[src/rtl/mon_mult_param.sv]
// Radix-2 bit-serial Montgomery multiplier: p = a*b*2^-WIDTH mod m.
// One iteration per clock, operands latched on start, abortable, flags an even modulus.
module mon_mult_param #(
    parameter int WIDTH = 64,
    parameter int CNT_W = $clog2(WIDTH + 1)
) (
    input  logic             pclk,
    input  logic             nreset,
    input  logic             start,
    input  logic             abort,
    input  logic [WIDTH-1:0] a,
    input  logic [WIDTH-1:0] b,
    input  logic [WIDTH-1:0] m,
    output logic [WIDTH-1:0] p,
    output logic             ready,
    output logic             busy,
    output logic             done,
    output logic             err
);

    generate
        if (WIDTH < 4) begin : g_width_check
            $error("mon_mult_param: WIDTH must be at least 4");
        end
    endgenerate

    typedef enum logic [1:0] {
        IDLE  = 2'd0,
        CALC  = 2'd1,
        FINAL = 2'd2
    } state_t;

    state_t state, state_nx;

    logic [WIDTH-1:0] a_r, b_r, m_r;
    logic [WIDTH+1:0] t;
    logic [CNT_W-1:0] cnt;
    logic             even_r;

    logic             accept;
    logic             last_iter;
    logic             a_bit;
    logic             q;
    logic [WIDTH+2:0] sum;
    logic [WIDTH+1:0] t_nx;
    logic [WIDTH+1:0] t_sub;
    logic [WIDTH-1:0] p_fin;

    // a_r is shifted right each iteration, so bit i of the latched multiplicand sits in a_r[0]
    assign a_bit     = a_r[0];
    assign q         = t[0] ^ (a_bit & b_r[0]);
    assign sum       = {1'b0, t}
                     + (a_bit ? {3'b000, b_r} : '0)
                     + (q     ? {3'b000, m_r} : '0);
    assign t_nx      = sum[WIDTH+2:1];
    assign last_iter = (cnt == CNT_W'(WIDTH - 1));
    assign t_sub     = t - {2'b00, m_r};
    assign p_fin     = (t >= {2'b00, m_r}) ? t_sub[WIDTH-1:0] : t[WIDTH-1:0];

    assign ready = (state == IDLE);
    assign busy  = (state == CALC) || (state == FINAL);

    always_ff @(posedge pclk or negedge nreset) begin
        if (!nreset) begin
            state <= IDLE;
        end else begin
            state <= state_nx;
        end
    end

    always_comb begin
        state_nx = state;
        accept   = 1'b0;
        case (state)
            IDLE: begin
                // start beats a simultaneous abort here; abort only matters while busy
                if (start) begin
                    accept   = 1'b1;
                    state_nx = m[0] ? CALC : FINAL;
                end
            end
            CALC: begin
                if (abort) begin
                    state_nx = IDLE;
                end else if (last_iter) begin
                    state_nx = FINAL;
                end
            end
            FINAL: begin
                state_nx = IDLE;
            end
            default: begin
                state_nx = IDLE;
            end
        endcase
    end

    always_ff @(posedge pclk or negedge nreset) begin
        if (!nreset) begin
            a_r    <= '0;
            b_r    <= '0;
            m_r    <= '0;
            t      <= '0;
            cnt    <= '0;
            even_r <= 1'b0;
            p      <= '0;
            done   <= 1'b0;
            err    <= 1'b0;
        end else begin
            done <= 1'b0;
            err  <= 1'b0;
            if (accept) begin
                a_r    <= a;
                b_r    <= b;
                m_r    <= m;
                t      <= '0;
                cnt    <= '0;
                even_r <= ~m[0];
            end else if (state == CALC && !abort) begin
                t   <= t_nx;
                a_r <= a_r >> 1;
                cnt <= cnt + CNT_W'(1);
            end else if (state == FINAL && !abort) begin
                done <= 1'b1;
                err  <= even_r;
                p    <= even_r ? '0 : p_fin;
            end
        end
    end

endmodule

[config.mk]
export PLATFORM = sky130hd
export DESIGN_NAME = mon_mult_param
export DESIGN_NICKNAME = d
export VERILOG_FILES = /design/src/rtl/mon_mult_param.sv
export SDC_FILE = /design/constraint.sdc
export NUM_CORES = 1
export LEC_CHECK = 0
export CAP_MARGIN = 30
export CELL_PAD_IN_SITES_DETAIL_PLACEMENT = 1
export CELL_PAD_IN_SITES_GLOBAL_PLACEMENT = 1
export CORE_UTILIZATION = 30
export CTS_BUF_LIST = sky130_fd_sc_hd__clkbuf_16
export CTS_CLUSTER_DIAMETER = 30
export DETAILED_ROUTE_END_ITERATION = 7
export GPL_TIMING_DRIVEN = 0
export PLACE_DENSITY = 0.66
export SLEW_MARGIN = 20
export SYNTH_ARGS = -nofsm -noshare
export SYNTH_HDL_FRONTEND = slang
export SYNTH_SLANG_ARGS = --single-unit
[constraint.sdc]
create_clock -name pclk -period 9.6 [get_ports pclk]
set_clock_uncertainty 0.2 [all_clocks]
set_input_delay 1.92 -clock pclk [delete_from_list [all_inputs] [get_ports pclk]]
set_output_delay 1.92 -clock pclk [all_outputs]
set_load 0.005 [all_outputs]
==> results.toml <==
[run_status]
status = "finished clean"

[place]
placed_cells = 4277
dp_hpwl_um = 78200
place.port_buffers = 263
place_area_um2 = 28300
gp_congestion = 0.943

[synthesis]
synth_cells = 2954
yosys_register_bits = 334
syn_nets = 3348
avgSynthCellArea_um2 = 8.18
synth-edff-count = 0
ys_seq_area_share_pct = 34.6
synth_cell_types = 83
netlist_area_um2 = 24200
synth_warnings = 0
synth_flop_cell = "dfrtp_1"
async_flop_share_pct = 100

[worst_setup_path]
startpoint = "a_r[0]"
cp-end-kind = "register"
cpPeakStageDelay_ns = 0.54
worstPathRequired_ns = 10.00
r2r_start = "a_r[0]"
crit_path_start_kind = "register"
worstSetupPathType = "register to register"
crit_path_max_fanout = 10
slowest_stage = "o32a_1"
cp_cell_sequence = "clkbuf_2 -> clkbuf_1 -> and2_1 -> ha_1 -> clkbuf_2 -> clkbuf_1 -> nand2_1 -> fa_1 -> inv_1 -> ha_1 -> inv_1 -> fa_1 -> nand2b_1 -> a21oi_1 -> o21a_1 -> a211oi_1 -> o32a_1 -> or4_1 -> and2_1 -> o21ai_1 -> a2111oi_0 -> a211oi_1"
arrival_ns = 7.88

[clock_tree]
cts-resized-gates = 0
clock-sinks = 334
path_clk_slew_ns = 0.05
postCtsHoldBufs = 0
cts_tree = "yes"
clk_path_buf_depth = 3
numCtsBuffers = 104
cts_setup_buffers = 0
insertion_delay_ns = 0.70
htreeDepth = 3
root_buffer = "clkbuf_16"

[pwr]
power.combinational.fraction_pct = 54.8
power-per-cell-area_nw_per_um2 = 423
p_leak_nw = 14.8
seqPwrFrac_pct = 18.8
ir_drop_v = 0.000170
p_sw_mw = 6.47
sw_frac_of_total_pct = 47.7
clock_power_share_pct = 26.4
intPower_mw = 7.10

[finish]
final_common_cell = "nand2_1"
final_layout_size_suffix_gt1_share_pct = 6.72
num-fill-cells = 9366
multi_input_area_um2 = 14600
syn2layout_area_growth_pct = 32.6
seq_area_um2 = 8360
finalNetCount = 3728
final_cells = 4482
fin_area_um2 = 32000
layout_common_cells = "nand2_1 (630), dfrtp_1 (334), clkdlybuf4s50_1 (262), a21oi_1 (219), o21ai_0 (158)"

[global_route]
grt_pass1_wl_um = 154000
grt_max_degree = 89
antenna_found_initial = 7
grt_pass1_vias = 25000
overflow = 0
track_usage_pct = 24.8

[sta]
drv_slew = 0
tightest_slew_ns = 1.13
grt_setup_unrepaired = "false"
slew_headroom_pct = 24.1
min_period_ns = 7.48
tns_ns = 0
finalHoldViolCount = 0
finalCritPeriodShare_pct = 77.9
finalSetupViolCount = 0
max_freq_ghz = 0.134

[routing]
drt-total-wl_um = 102000
final_antenna_net_count = 0
vias = 23700
drc = 0
via_per_inst = 5.28
drt-initial-drc-count = 1498
wl_per_cell_um = 22.7
drt_pass1_iterations = 6

[floorplan]
core-area_um2 = 79400
dieWidth_um = 286
initial_utilization_pct = 30.4
die_area_um2 = 81700
fp-row-count = 103
die_height_um = 286
ioPinCount = 264

[worst_hold_path]
hold_class = "register to register"
min_from = "b_r[6]"

[run]
drv_cap = 0
==> through the flow <==
stage	hold WS, ns	total power [mW]	setup WS [ns]	utilization [%]
detailed placement	0.255	9.85	2.16	35.7
CTS	0.265	13.6	2.11	40.3
global placement	0.253	9.76	-9.58	35.4
global route	0.288	14.5	1.75	40.3
floorplan	0.237	7.28	4.47	-
finish	0.262	13.6	2.12	40.4
==> cell type report <==
cell class / instances / area share [%]
Clock inverter: 93 / 3.42
Timing Repair Buffer: 274 / 8.81
Tap cell: 1050 / 4.10
Clock buffer: 104 / 8.12
Inverter: 118 / 1.38
Sequential cell: 334 / 26.1
Antenna cell: 7 / 0.0547
Multi-Input combinational cell: 2319 / 45.7
Buffer: 183 / 2.30
==> synth_stat cells (38+ instances only) <==
cell	count	area, µm²
fa_1	65	1300
and3_1	52	325
and2_1	143	895
nand4_1	45	282
inv_1	118	443
o21ai_0	158	791
ha_1	133	1660
nand2_1	630	2360
a21oi_1	219	1100
a21o_1	89	668
nor2_1	151	567
clkbuf_1	158	593
dfrtp_1	334	8360
xor2_1	44	385
nand3_1	74	370
xnor2_1	50	438
a31oi_1	84	526
nor3_1	57	285
o31ai_1	38	285
==> power groups by stage <==
stage                     Combinational, mW  Sequential [mW]  Clock (mW)
final                                  7.44             2.55        3.58
after detailed placement               7.29             2.56           0
after global routing                   8.19             2.63        3.70
after floorplan                        4.94             2.34           0
after global placement                 7.19             2.56           0
after CTS                              7.39             2.55        3.62
==> state kept, by name, summed over array words and instances, names as in the netlist <==
register / cells
done: 1
b_r: 64
m_r: 64
state: 2
err: 1
cnt: 7
even_r: 1
t: 66
a_r: 64
p: 64
==> worst max-delay path: cells and delay by family (launching register included) <==
| family | cells | cell delay (ns) |
|---|---|---|
| compound gates | 7 | 2.23 |
| fa+ha+maj | 4 | 1.15 |
| flops | 1 | 0.33 |
| simple gates | 5 | 1.33 |
| buf+inv | 6 | 2.11 |
==> layer usage <==
metal / up-vias / global-route usage (%) / wire [µm]
met1: 11800 / 33.0 / 45500
met3: 168 / 4.78 / 6120
met5: - / 0 / 75
met4: 12 / 8.53 / 3100
li1: 11100 / - / -
met2: 627 / 39.9 / 46700
==> worst paths after layout <==
| check | endpoint | slack (ns) | cells past startpoint |
|---|---|---|---|
| worst max register to register | t[64] | 2.12 | 22 |
| min in group asynchronous | a_r[21] | 0.91 | 1 |
| worst min register to register | b_r[6] | 0.26 | 2 |
| max in group asynchronous | b_r[30] | 6.74 | 4 |
| worst min-delay path | b_r[6] | 0.26 | 2 |
| worst max-delay path | t[64] | 2.12 | 22 |
==> cells by family (layout without fill, tap and decap cells) <==
kind of cell,Yosys count,after routing,synth area share (%)
AOI/OAI and AO/OA,788,788,21.3
xor gates and xnor gates,94,94,3.41
adders and majority gates,198,198,12.3
buffers and inverters,301,772,4.86
DFF,334,334,34.6
muxes,2,2,0.0880
other,0,7,0
and+or+nand+nor,1237,1237,23.5
No activity file was read; power rests on OpenSTA's default activity.
